$ cat src/rtl/cos_round_pkg.sv
// Shared constants for the cosine rounding sweep: fp_round mode encodings and
// the sweep controller state encoding.
package cos_round_pkg;

  localparam logic [1:0] RND_DOWN   = 2'b00;
  localparam logic [1:0] RND_HALFUP = 2'b01;
  localparam logic [1:0] RND_EVEN   = 2'b10;

  localparam logic [2:0] ST_IDLE  = 3'd0;
  localparam logic [2:0] ST_FETCH = 3'd1;
  localparam logic [2:0] ST_WAIT  = 3'd2;
  localparam logic [2:0] ST_ROUND = 3'd3;
  localparam logic [2:0] ST_EMIT  = 3'd4;
  localparam logic [2:0] ST_DONE  = 3'd5;

endpackage

$ cat src/rtl/cos_round_sweep_ctrl_mode_sel.sv
// Mode walker for the sweep: lowest enabled mode, the next enabled mode above
// the current one, and whether the current mode is the highest enabled.
module round_mode_sel
  import cos_round_pkg::*;
(
  input  logic [2:0] mask,
  input  logic [1:0] mode,
  output logic [1:0] lowest_mode,
  output logic [1:0] next_mode,
  output logic       is_highest
);

  always_comb begin
    lowest_mode = RND_EVEN;
    if (mask[0])      lowest_mode = RND_DOWN;
    else if (mask[1]) lowest_mode = RND_HALFUP;
  end

  always_comb begin
    next_mode  = mode;
    is_highest = 1'b1;
    case (mode)
      RND_DOWN: begin
        if (mask[1]) begin
          next_mode  = RND_HALFUP;
          is_highest = 1'b0;
        end else if (mask[2]) begin
          next_mode  = RND_EVEN;
          is_highest = 1'b0;
        end
      end
      RND_HALFUP: begin
        if (mask[2]) begin
          next_mode  = RND_EVEN;
          is_highest = 1'b0;
        end
      end
      default: ;
    endcase
  end

endmodule

$ cat src/rtl/cos_round_sweep_ctrl.sv
// Cycle-exact sweep of the PLA sample memory through fp_round, once per enabled
// rounding mode, onto a valid/ready stream. COS_SWEEP_STALL_CNT_EN adds stall_cnt.
module cos_round_sweep_ctrl
  import cos_round_pkg::*;
#(
  parameter int unsigned WI        = 2,
  parameter int unsigned WF        = 14,
  parameter int unsigned N_SAMPLES = 256,
  parameter int unsigned ADDR_W    = 8
) (
  input  logic                      CLK,
  input  logic                      RST,
  input  logic                      start,
  input  logic [2:0]                mode_mask,
  output logic                      busy,
  output logic                      done,
  output logic                      mem_rd_en,
  output logic [ADDR_W-1:0]         mem_addr,
  input  logic [2*(WI+WF)-1:0]      mem_rdata,
  output logic [2*(WI+WF)-1:0]      rnd_in,
  output logic [1:0]                rnd_type,
  input  logic [WI+WF-1:0]          rnd_out,
  output logic                      out_valid,
  input  logic                      out_ready,
  output logic [WI+WF-1:0]          out_data,
  output logic [ADDR_W-1:0]         out_idx,
  output logic [1:0]                out_type,
  output logic                      out_last
`ifdef COS_SWEEP_STALL_CNT_EN
  ,
  output logic [15:0]               stall_cnt
`endif
);

  localparam int unsigned RW = WI + WF;
  localparam int unsigned SW = 2 * RW;
  localparam logic [ADDR_W-1:0] LAST_IDX = ADDR_W'(N_SAMPLES - 1);

  logic [2:0]        state, state_d;
  logic [2:0]        mask_q, mask_d, sel_mask;
  logic [1:0]        mode, mode_d;
  logic [1:0]        lowest_mode, next_mode;
  logic              is_highest, accept;
  logic [ADDR_W-1:0] idx_d;
  logic [SW-1:0]     sample_d;
  logic [1:0]        rnd_type_d, type_d;
  logic [RW-1:0]     data_d;
  logic [ADDR_W-1:0] oidx_d;
  logic              busy_d, done_d, rd_en_d, valid_d, last_d;

  // In IDLE the mode walker looks at the incoming mask so the first mode is known at accept
  assign sel_mask = (state == ST_IDLE) ? mode_mask : mask_q;
  assign accept   = (state == ST_IDLE) && start && (mode_mask != 3'b000);

  round_mode_sel u_mode_sel (
    .mask        (sel_mask),
    .mode        (mode),
    .lowest_mode (lowest_mode),
    .next_mode   (next_mode),
    .is_highest  (is_highest)
  );

  // Next-state and next-output logic
  always_comb begin
    state_d    = state;
    mask_d     = mask_q;
    mode_d     = mode;
    idx_d      = mem_addr;
    busy_d     = busy;
    done_d     = 1'b0;
    rd_en_d    = 1'b0;
    sample_d   = rnd_in;
    rnd_type_d = rnd_type;
    valid_d    = out_valid;
    data_d     = out_data;
    oidx_d     = out_idx;
    type_d     = out_type;
    last_d     = out_last;
    case (state)
      ST_IDLE: begin
        if (accept) begin
          mask_d  = mode_mask;
          idx_d   = '0;
          mode_d  = lowest_mode;
          busy_d  = 1'b1;
          rd_en_d = 1'b1;
          state_d = ST_FETCH;
        end
      end
      ST_FETCH: state_d = ST_WAIT;
      ST_WAIT: begin
        sample_d   = mem_rdata;
        rnd_type_d = mode;
        state_d    = ST_ROUND;
      end
      ST_ROUND: begin
        valid_d = 1'b1;
        data_d  = rnd_out;
        oidx_d  = mem_addr;
        type_d  = mode;
        last_d  = (mem_addr == LAST_IDX) && is_highest;
        state_d = ST_EMIT;
      end
      ST_EMIT: begin
        if (out_ready) begin
          valid_d = 1'b0;
          last_d  = 1'b0;
          if (!is_highest) begin
            mode_d     = next_mode;
            rnd_type_d = next_mode;
            state_d    = ST_ROUND;
          end else if (mem_addr == LAST_IDX) begin
            done_d  = 1'b1;
            state_d = ST_DONE;
          end else begin
            idx_d   = mem_addr + ADDR_W'(1);
            mode_d  = lowest_mode;
            rd_en_d = 1'b1;
            state_d = ST_FETCH;
          end
        end
      end
      ST_DONE: begin
        busy_d  = 1'b0;
        state_d = ST_IDLE;
      end
      default: state_d = ST_IDLE;
    endcase
  end

  // mem_addr doubles as the sweep index; rnd_in doubles as the sample register
  always_ff @(posedge CLK) begin
    if (RST) begin
      state     <= ST_IDLE;
      mask_q    <= '0;
      mode      <= RND_DOWN;
      mem_addr  <= '0;
      busy      <= 1'b0;
      done      <= 1'b0;
      mem_rd_en <= 1'b0;
      rnd_in    <= '0;
      rnd_type  <= RND_DOWN;
      out_valid <= 1'b0;
      out_data  <= '0;
      out_idx   <= '0;
      out_type  <= RND_DOWN;
      out_last  <= 1'b0;
    end else begin
      state     <= state_d;
      mask_q    <= mask_d;
      mode      <= mode_d;
      mem_addr  <= idx_d;
      busy      <= busy_d;
      done      <= done_d;
      mem_rd_en <= rd_en_d;
      rnd_in    <= sample_d;
      rnd_type  <= rnd_type_d;
      out_valid <= valid_d;
      out_data  <= data_d;
      out_idx   <= oidx_d;
      out_type  <= type_d;
      out_last  <= last_d;
    end
  end

`ifdef COS_SWEEP_STALL_CNT_EN
  // Saturating count of back-pressured output cycles for the current sweep
  always_ff @(posedge CLK) begin
    if (RST || accept) begin
      stall_cnt <= '0;
    end else if (out_valid && !out_ready && (stall_cnt != 16'hFFFF)) begin
      stall_cnt <= stall_cnt + 16'd1;
    end
  end
`endif

endmodule

$ cat config.mk
export PLATFORM = sky130hd
export DESIGN_NAME = cos_round_sweep_ctrl
export DESIGN_NICKNAME = d
export VERILOG_FILES = /design/src/rtl/cos_round_pkg.sv /design/src/rtl/cos_round_sweep_ctrl_mode_sel.sv /design/src/rtl/cos_round_sweep_ctrl.sv
export SDC_FILE = /design/constraint.sdc
export NUM_CORES = 1
export LEC_CHECK = 0
export CELL_PAD_IN_SITES_DETAIL_PLACEMENT = 0
export CELL_PAD_IN_SITES_GLOBAL_PLACEMENT = 1
export CORE_MARGIN = 1.5
export CORE_UTILIZATION = 33
export DETAILED_ROUTE_END_ITERATION = 8
export PLACE_DENSITY_LB_ADDON = 0.1
export SKIP_LAST_GASP = 1
export SYNTH_ARGS = -nofsm -noshare
export SYNTH_HDL_FRONTEND = slang
export SYNTH_HIERARCHICAL = 1
export SYNTH_SLANG_ARGS = --single-unit
export TNS_END_PERCENT = 10
$ cat constraint.sdc
create_clock -name CLK -period 5.6 [get_ports CLK]
set_input_delay 1.4 -clock CLK [delete_from_list [all_inputs] [get_ports CLK]]
set_output_delay 1.4 -clock CLK [all_outputs]
set_load 0.02 [all_outputs]
**Yosys cells after proc, flatten, opt, wreduce, memory -nomap -nowiden**

Cells that the tools add are included.

- Register bits: 81
- Bits in latches: 0
- Bits in writable memories: 0
- Memory bits (read-only): 0
- Bits of input ports: 55
- Output and inout port bits: 73
- Memories kept: 0

- $add $sub $neg: 1
- Multiply operators: 0
- Divide/modulo/power cells: 0
- $lt $le $gt $ge: 0
- Equal/unequal tests: 13
- Shift operators: 0
- Muxes and demuxes: 38
- Bitwise gates (word level): 3
- Reduce and logical (&&, ||, !) cells: 18

Operator list:

| cell | count |
|---|---|
| $mux W8 | 4 |
| $mux W2 | 10 |
| $pmux W8 S2 | 1 |
| $mux W3 | 5 |
| $pmux W3 S5 | 1 |
| $pmux W2 S2 | 3 |
| $ne A2 B2 Y1 const B | 5 |
| $pmux W1 S2 | 5 |
| $mux W1 | 9 |
| $add A8 B1 Y8 const B | 1 |
| $eq A8 B8 Y1 const B | 1 |
| $reduce_and A2 Y1 | 4 |
| $reduce_bool A2 Y1 | 4 |
| $eq A3 B2 Y1 const B | 2 |
| $eq A3 B3 Y1 const B | 2 |
| $reduce_and A5 Y1 | 1 |
| $reduce_and A4 Y1 | 1 |
| $reduce_or A4 Y1 | 1 |
| $eq A3 B1 Y1 const B | 1 |
| $logic_and A1 B1 Y1 | 3 |
| $logic_not A3 Y1 | 1 |
| $ne A3 B3 Y1 const B | 1 |
| $not A1 Y1 | 3 |
| $reduce_and A3 Y1 | 1 |
| 3 further kinds | 3 |

**Logic depth before layout (Yosys ltp)**

Gate-level depths: netlist of the first run.

- Depth in word-level cells: 8
- Gate-level depth with buffers: 10

**Hierarchy**

The synthesis of the first run kept the hierarchy.

Modules (own cells, without submodules):

| module | instances | cells an instance | area an instance (um^2) | seq. area each (um^2) |
|---|---|---|---|---|
| cos_round_sweep_ctrl | 1 | 393 | 3,264.4 | 1,621.6 |
| round_mode_sel | 1 | 8 | 57.6 | 0.0 |

**Worst setup path after synthesis of the first run**

OpenSTA, ideal clock, no wires.

- Path kind: input -> register
- From: input port mode_mask[1]
- To: register mem_addr[7]
- Library setup time: 114 ps
- Arrival: 2,884 ps
- Slack: 2,602 ps
- Cell stages on the path: 8
- Path through: mux2_2 > nand2b_4 > a21o_1 > clkbuf_2 > nand4_1 > a2111oi_0 > mux2i_1 > a21o_1

- Longest elaborated chain between the ends: 5
- Elaborated cells on any way between the ends: 8
- Classes of those cells: eq/ne: 2; mux: 3; reduce/logical: 3

RTL lines:

| element | RTL line | text |
|---|---|---|
| from (decl) | cos_round_sweep_ctrl.sv:14 | `input logic [2:0] mode_mask,` |
| $mux W3 | cos_round_sweep_ctrl.sv:52 | `assign sel_mask = (state == ST_IDLE) ? mode_mask : mask_q;` |
| $mux W1 | cos_round_sweep_ctrl_mode_sel.sv:24 | `if (mask[1]) begin` |
| $pmux W1 S2 | cos_round_sweep_ctrl_mode_sel.sv:22 | `case (mode)` |
| net is_highest | cos_round_sweep_ctrl.sv:43 | `logic is_highest, accept;` |
| $ne A2 B2 Y1 (no line) | n/a |  |
| $reduce_and A5 Y1 (no line) | n/a |  |
| to (signal assigned) | cos_round_sweep_ctrl.sv:152 | `mem_addr <= idx_d;` |
| to (decl) | cos_round_sweep_ctrl.sv:18 | `output logic [ADDR_W-1:0] mem_addr,` |

The timed path passes the listed nets, and every way through them passes these cells.
A chain may end at the register's enable or synchronous reset.

**Final worst setup path of the first run**

- From: input port mode_mask[1]
- To: register mem_addr[7]

- Longest elaborated chain between the ends: 5
- Elaborated cells on any way between the ends: 8
- Classes of those cells: eq/ne: 2; mux: 3; reduce/logical: 3

RTL lines:

| element | RTL line | text |
|---|---|---|
| $mux W3 | cos_round_sweep_ctrl.sv:52 |  |
| net sel_mask[1] | cos_round_sweep_ctrl.sv:40 | `logic [2:0] mask_q, mask_d, sel_mask;` |
| $mux W1 | cos_round_sweep_ctrl_mode_sel.sv:24 |  |
| $pmux W1 S2 | cos_round_sweep_ctrl_mode_sel.sv:22 |  |
| net is_highest | cos_round_sweep_ctrl.sv:43 |  |
| $ne A2 B2 Y1 (no line) | n/a |  |
| $reduce_and A5 Y1 (no line) | n/a |  |

The timed path passes the listed nets, and every way through them passes these cells.

==> results of run 1 <==
worst max-delay path: stages:
cell	delay [ns]
sky130_fd_sc_hd__clkdlybuf4s50_1	0.46
sky130_fd_sc_hd__mux2_2	0.33
sky130_fd_sc_hd__nand2b_4	0.08
sky130_fd_sc_hd__a21o_1	0.30
sky130_fd_sc_hd__nand4_1	0.16
sky130_fd_sc_hd__a2111oi_0	0.50
sky130_fd_sc_hd__mux2i_1	0.14
sky130_fd_sc_hd__a21o_1	0.16
through the flow:
stage / area, µm² / cells / power [mW] / util, % / hold WS (ns)
after floorplan: 3320 / 401 / 0.706 / - / 0.434
after global placement: 4670 / 640 / 0.784 / 47.8 / 0.441
after global routing: 4870 / 656 / 1.27 / 49.9 / 0.472
after detailed placement: 4670 / 640 / 0.786 / 47.8 / 0.448
after CTS: 4870 / 656 / 1.23 / 49.9 / 0.460
final: 4870 / 656 / 1.21 / 49.9 / 0.455
layout make-up:
class                      count  area share, %
clock buffer                   9           2.54
clock inverter                 7           1.59
sequential                    81           33.3
inverter                       7          0.539
timing repair buffer         131           26.6
multi-input combinational    288           32.0
tap                          133           3.41
power groups by stage:
stage          Clock (mW)  Combinational [mW]  Sequential [mW]
2_1_floorplan           0              0.0763            0.630
3_3_place_gp            0               0.165            0.620
3_5_place_dp            0               0.166            0.620
4_1_cts             0.456               0.167            0.607
5_1_grt             0.477               0.179            0.610
6_report            0.436               0.164            0.607
final timing paths:
| check | start | end | cells past startpoint |
|---|---|---|---|
| worst max-delay path | mode_mask[1] | mem_addr[7] | 8 |
| worst min-delay path | out_data[2] | out_data[2] | 2 |
| worst min register to register | out_data[2] | out_data[2] | 2 |
| worst max register to register | state[2] | mem_addr[7] | 8 |
cell usage in the layout (no fill, tap or decap), drive strengths merged, types with 2 or more instances in the layout:
master         count
a2111oi            2
a211oi             3
a21o               3
a21oi             70
a31oi              2
buf                5
clkbuf             9
clkdlybuf4s50    126
clkinv             3
dfxtp             81
inv                9
mux2               3
mux2i              6
nand2            128
nand2b             4
nand3             12
nand3b             3
nor2               7
nor3               3
nor3b              3
nor4               3
nor4b              2
o211ai             2
o21ai              4
o21bai             2
o22ai              4
o311ai             2
o31a               2
or3                3
or4                2
layer usage:
layer	share of wire (%)	GRT usage [%]
met1	43	20.9
met2	48	27.6
met3	7.1	4.77
met4	2.1	7.59
met5	0	0
sequential cells by signal, summed over array words and instances, names as in the netlist:
signal / cells
out_last: 1
out_idx: 8
out_type: 2
rnd_in: 32
rnd_type: 2
out_data: 16
busy: 1
out_valid: 1
state: 3
done: 1
mem_addr: 8
mem_rd_en: 1
mode: 2
mask_q: 3
kinds of logic (layout without fill, tap and decap cells):
family                   count (synthesis)  count (layout)  share of synthesized area (%)
XOR/XNOR                                 1               1                          0.264
adder cells (fa/ha/maj)                  1               1                          0.377
flip-flops                              81              81                           48.8
AND/OR/NAND/NOR                        176             176                           25.6
buffers and inverters                   32             154                           4.37
multiplexers                             9               9                           2.82
AO/OA/AOI/OAI                          101             101                           17.8
==> impl_summary.log, run 1 <==
INFO  metric finalHoldViolations = 0
INFO  metric initial_utilization = 34.0%
INFO  metric reg2reg_setup_slack = 2.63 ns
INFO  metric ctsResizeCount = 0
INFO  metric syn_avg_cell_area = 8.28 µm²
INFO  metric sw_frac_of_total = 26.6%
INFO  metric antenna_violations_before_repair = 0
INFO  metric syn-cell-area = 3320 µm²
INFO  metric grt_usage = 16.9%
INFO  metric first_pass_grt_wire_length = 14.0 mm
INFO  metric worst_pin_slew = 1.18 ns
INFO  metric worst_slew_margin_rel = 21.4%
INFO  metric rsz0062_at_grt = no
INFO  metric p_switching = 0.322 mW
INFO  metric multiInputGateArea = 1560 µm²
INFO  metric pre_cts_ws = 1.95 ns
INFO  metric cts_post_setup_buffers_inserted = 0
INFO  metric die-area = 10700 µm²
INFO  metric final_nets = 574
INFO  metric clk_root_buffer_cell = sky130_fd_sc_hd__clkbuf_8
INFO  metric gpl.final_weighted_congestion = 0.779
INFO  metric path_max_fanout = 8
INFO  metric final.fill_count = 1002
INFO  metric die_w = 103 µm
INFO  metric power.ir.vdd_worst = 97.3 µV
INFO  metric timing.final.max_slew_violations = 0
INFO  metric n_antenna_cell = 0
INFO  metric flip_flop_and_latch_area = 1620 µm²
INFO  metric count_of_port_buffers_added_during_placement = 127
INFO  metric htree_num_levels = 3
INFO  metric cts-root-to-sink-buffers = 2
INFO  metric seq_power_share = 50.3%
INFO  metric clockPowerShare = 36.1%
INFO  metric setup_ws = 2.30 ns
INFO  metric synth_top_flop_cell = sky130_fd_sc_hd__dfxtp_1
INFO  metric dpl.hpwl = 6.02 mm
INFO  metric crit_path_start_kind = input pin
INFO  metric final.setup.tns = 0 ns
INFO  metric grt_start_max_net_pins = 75
INFO  metric required = 5.84 ns
INFO  metric first_global_vias = 2878
INFO  metric cts_made_buffers = 9
INFO  metric syn-num-nets = 457
INFO  metric setup_viol_count_final = 0
INFO  metric drt_iter0_markers = 111
INFO  metric drt_wl_total = 8.98 mm
INFO  metric fin_worst_skew = 0.0103 ns
INFO  metric routed_wl_per_cell = 13.7 µm
INFO  metric cp-end-kind = register
INFO  metric post-route-drc-count = 0
INFO  metric netlist_top_cells_count = sky130_fd_sc_hd__nand2_1 (127), sky130_fd_sc_hd__dfxtp_1 (81), sky130_fd_sc_hd__a21oi_1 (70), sky130_fd_sc_hd__clkbuf_1 (15), sky130_fd_sc_hd__nand3_1 (11)
INFO  metric p_per_area = 248 nW/µm²
INFO  metric intPower = 0.885 mW
INFO  metric synth_cell_types = 53
INFO  metric postCtsHoldBufs = 0
INFO  metric time_the_final_worst_path_needs_with_i_o_delays_and_setup = 3.30 ns
INFO  metric clock_sink_count = 81
INFO  metric dr.pass1.iters = 4
INFO  metric min-delay-path-class = register to register
INFO  metric register_clock_pin_slew_on_the_reported_worst_setup_and_hold_paths = 0.07 ns
INFO  metric globalRoute.totalOverflow = 0
INFO  metric num_io_pins = 128
INFO  metric drtAntennaViolNets = 0
INFO  metric layout_worst_path_cycle_share = 58.8%
INFO  metric synth.yosys.seq_area_share = 48.8%
INFO  metric detailroute.via_count = 3166
INFO  metric drv_cap = 0
INFO  metric rows = 36
INFO  metric combinationalPowerShare = 13.6%
INFO  metric synth.most_common_cell = sky130_fd_sc_hd__nand2_1
INFO  metric floorplan.core_area = 9770 µm²
INFO  metric timing.fmax = 303 MHz
INFO  metric p_r_area_growth_vs_syn = 46.7%
INFO  metric final_layout_size_suffix_gt1_share = 7.07%
INFO  metric ys_warn_count = 6
INFO  metric clock_insertion_delay_worst_skew = 0.35 ns
INFO  metric synth.area.top_cells = sky130_fd_sc_hd__dfxtp_1 (49%), sky130_fd_sc_hd__nand2_1 (14%), sky130_fd_sc_hd__a21oi_1 (11%)
INFO  metric synth_top_cell_by_area = sky130_fd_sc_hd__dfxtp_1
INFO  metric tritoncts = yes
INFO  metric outcome = finished clean
INFO  metric die_height = 103 µm
INFO  metric worst_setup_path_category = input pin to register
INFO  metric yosys.area.top_type_share = 48.8%
INFO  metric synth-edff-count = 0
INFO  metric p_leak = 1.57 nW
INFO  metric synth_async_sr_flop_share = 0%
INFO  metric synth.ff_latch_count = 81
INFO  metric via_per_inst = 4.83
INFO  metric syn_inst = 401
INFO  metric timing.critical_path.arrival = 3.54 ns
Power figures use the tool's default switching activity.
==> inputs of run 2 (changes only) <==
- CORE_UTILIZATION: 33 -> 28
- clock period: 5.6 -> 2.8 ns (I/O delays scaled with it)
==> run 2 against run 1 <==
Effect of this change: the run now ends with design-rule violations left; sequential share of layout area decreased by 1.1 points; worst hold slack worse by 0.0045 ns; combinational power is 120% higher; worst setup slack worse by 2.0 ns; power is 120% higher; first-iteration DRC count is 77% higher; clock-buffer cell count grew 4; global-route usage decreased by 1.0 points; clock power up 140%.
==> impl_summary.log, run 2 (synthesized netlist as in run 1, its figures left out) <==
INFO  metric htree_num_levels = 3 (unchanged)
INFO  metric final_common_cell = sky130_fd_sc_hd__nand2_1 (unchanged)
INFO  metric layout_worst_path_cycle_share = 88.4%
INFO  metric die-area = 12500 µm² (was 10700 µm²)
INFO  metric layout_top_registers = rnd_in x32, out_data x16 (unchanged)
INFO  metric finalCoreUtilization = 43.8% (was 49.9%)
INFO  metric via_per_inst = 4.76 (was 4.83)
INFO  metric pre_cts_ws = -0.00511 ns (was 1.95 ns)
INFO  metric min-delay-path-class = register to register (unchanged)
INFO  metric grt_start_max_net_pins = 34 (was 75)
INFO  metric required = 3.06 ns (was 5.84 ns)
INFO  metric cts_made_buffers = 9 (unchanged)
INFO  metric dpl.hpwl = 6.70 mm (was 6.02 mm)
INFO  metric p_r_area_growth_vs_syn = 51.8% (was 46.7%)
INFO  metric tritoncts = yes (unchanged)
INFO  metric detailroute.via_count = 3230 (was 3166)
INFO  metric failed_checks = design-rule violations
INFO  metric floorplan.core_area = 11500 µm² (was 9770 µm²)
INFO  metric die_height = 112 µm (was 103 µm)
INFO  metric setup_viol_count_final = 0 (unchanged)
INFO  metric drtAntennaViolNets = 0 (unchanged)
INFO  metric timing.critical_path.arrival = 2.74 ns (was 3.54 ns)
INFO  metric clock_sink_count = 81 (unchanged)
INFO  metric finalHoldViolations = 0 (unchanged)
INFO  metric drt_iter0_markers = 197 (was 111)
INFO  metric p_leak = 1.66 nW (was 1.57 nW)
INFO  metric max_flop_register = rnd_in (unchanged)
INFO  metric routed_wl_per_cell = 14.4 µm (was 13.7 µm)
INFO  metric antenna_violations_before_repair = 0 (unchanged)
INFO  metric num_io_pins = 128 (unchanged)
INFO  metric dr.pass1.iters = 8 (was 4)
INFO  metric crit_path_top_delay_cell = sky130_fd_sc_hd__clkdlybuf4s50_1 (was sky130_fd_sc_hd__a2111oi_0)
INFO  metric postCtsHoldBufs = 0 (unchanged)
INFO  metric worst_hold_startpoint = out_data[9] (was out_data[2])
INFO  metric cpPeakStageDelay = 0.48 ns (was 0.50 ns)
INFO  metric setup_ws = 0.324 ns (was 2.30 ns)
INFO  metric p_per_area = 515 nW/µm² (was 248 nW/µm²)
INFO  metric grt_usage = 16.0% (was 16.9%)
INFO  metric path_buf_inv = 2 (was 1)
INFO  metric n_antenna_cell = 0 (unchanged)
INFO  metric ctsResizeCount = 0 (unchanged)
INFO  metric power.ir.vdd_worst = 373 µV (was 97.3 µV)
INFO  metric layout.cells.most_common_list = sky130_fd_sc_hd__nand2_1 (127), sky130_fd_sc_hd__clkdlybuf4s50_1 (126), sky130_fd_sc_hd__dfxtp_1 (81) (unchanged)
INFO  metric register_clock_pin_slew_on_the_reported_worst_setup_and_hold_paths = 0.05 ns (was 0.07 ns)
INFO  metric final_nets = 589 (was 574)
INFO  metric worst_setup_path_category = input pin to register (unchanged)
INFO  metric die_w = 112 µm (was 103 µm)
INFO  metric drv_cap = 0 (unchanged)
INFO  metric crit_path_start_kind = input pin (unchanged)
INFO  metric final_layout_size_suffix_gt1_share = 8.58% (was 7.07%)
INFO  metric globalRoute.totalOverflow = 0 (unchanged)
INFO  metric worst_pin_slew = 0.608 ns (was 1.18 ns)
INFO  metric cp-end-kind = register (unchanged)
INFO  metric first_global_vias = 3071 (was 2878)
INFO  metric final.fill_count = 1165 (was 1002)
INFO  metric clk_root_buffer_cell = sky130_fd_sc_hd__clkbuf_16 (was sky130_fd_sc_hd__clkbuf_8)
INFO  metric gpl.final_weighted_congestion = 0.777 (was 0.779)
INFO  metric rsz0062_at_grt = no (unchanged)
INFO  metric timing.fmax = 404 MHz
INFO  metric largest_register_ffs = 32 (unchanged)
INFO  metric rows = 39 (was 36)
INFO  metric first_pass_grt_wire_length = 15.7 mm (was 14.0 mm)
INFO  metric fin_worst_skew = 0.00615 ns (was 0.0103 ns)
INFO  metric cts_post_setup_buffers_inserted = 0 (unchanged)
INFO  metric count_of_port_buffers_added_during_placement = 127 (unchanged)
INFO  metric post-route-drc-count = 10 (was 0)
INFO  metric rr_startpoint = state[2] (unchanged)
INFO  metric outcome = finished with violations (was finished clean)
INFO  metric path_max_fanout = 4 (was 8)
INFO  metric drt_wl_total = 9.77 mm (was 8.98 mm)
INFO  metric cts-root-to-sink-buffers = 2 (unchanged)
INFO  metric clock_insertion_delay_worst_skew = 0.34 ns (was 0.35 ns)
INFO  metric cp_cell_sequence = clkdlybuf4s50_1 -> mux2_2 -> nand2b_4 -> a21o_1 -> buf_4 -> nor4b_4 -> mux2i_1 -> or3_1 -> a21oi_1 (was clkdlybuf4s50_1 -> mux2_2 -> nand2b_4 -> a21o_1 -> nand4_1 -> a2111oi_0 -> mux2i_1 -> a21o_1)
INFO  metric startpoint = mode_mask[1] (unchanged)
INFO  metric timing.final.max_slew_violations = 0 (unchanged)
INFO  metric initial_utilization = 28.8% (was 34.0%)
INFO  metric worst_slew_margin_rel = 59.1% (was 21.4%)
INFO  metric power = 2.60 mW (was 1.21 mW)
INFO  metric worst_path_dominant_cell_family = simple AND/OR/NAND/NOR gates (was compound AO/OA/AOI/OAI gates)
INFO  metric time_the_final_worst_path_needs_with_i_o_delays_and_setup = 2.48 ns
==> run 2: cell types whose count changed in the layout (fill, tap and decap cells not counted), sizes merged <==
cell and delta:
buf +15, clkbuf +4, clkinv -2, inv -2, bufinv -1, clkinvlp -1
==> run 2: final timing paths <==
check / end / slack [ns] / cells after the start
setup reg to reg: mode[0] / 0.33 / 8
hold reg to reg: out_data[9] / 0.45 / 2
setup / recovery: mode[0] / 0.32 / 9
hold / removal: out_data[9] / 0.45 / 2
==> run 2: worst reg2reg max path: stages, from the launching register on <==
cell                       delay (ns)
sky130_fd_sc_hd__dfxtp_1         0.33
sky130_fd_sc_hd__nor3_4          0.39
sky130_fd_sc_hd__mux2_2          0.43
sky130_fd_sc_hd__nand2b_4        0.09
sky130_fd_sc_hd__a21o_1          0.21
sky130_fd_sc_hd__nand3_1         0.20
sky130_fd_sc_hd__nor4_2          0.43
sky130_fd_sc_hd__or3_1           0.18
sky130_fd_sc_hd__a21oi_1         0.06
==> run 2: where the power goes <==
part	switching [mW]	internal, mW
sequential	0.0191	1.19
combinational	0.181	0.185
clock	0.436	0.590
total	0.635	1.96
==> run 2: layer usage <==
metal / track usage [%] / wire length, µm / vias to the layer above
li1: - / - / 1631
met1: 19.1 / 4220 / 1495
met2: 26.1 / 4630 / 95
met3: 7.13 / 809 / 9
met4: 4.19 / 109 / 0
met5: 0 / 0 / -
==> run 2: through the flow <==
stage	TNS (ns)	instances	hold WS (ns)	instance area (µm²)
2_1_floorplan	0	401	0.434	3320
3_3_place_gp	0	665	0.441	4800
3_5_place_dp	-0.00511	665	0.446	4800
4_1_cts	0	679	0.454	5040
5_1_grt	0	679	0.469	5040
6_report	0	679	0.451	5040
==> run 2: final cells by class <==
cell class	instances	area (µm²)	share of cell area (%)
clock buffers	13	240	4.76
clock inverters	1	5.00	0.0993
inverters	7	26.3	0.521
multi-input cells	288	1560	31.0
flip-flops and latches	81	1620	32.2
well taps	143	179	3.55
repair buffers	146	1410	27.9
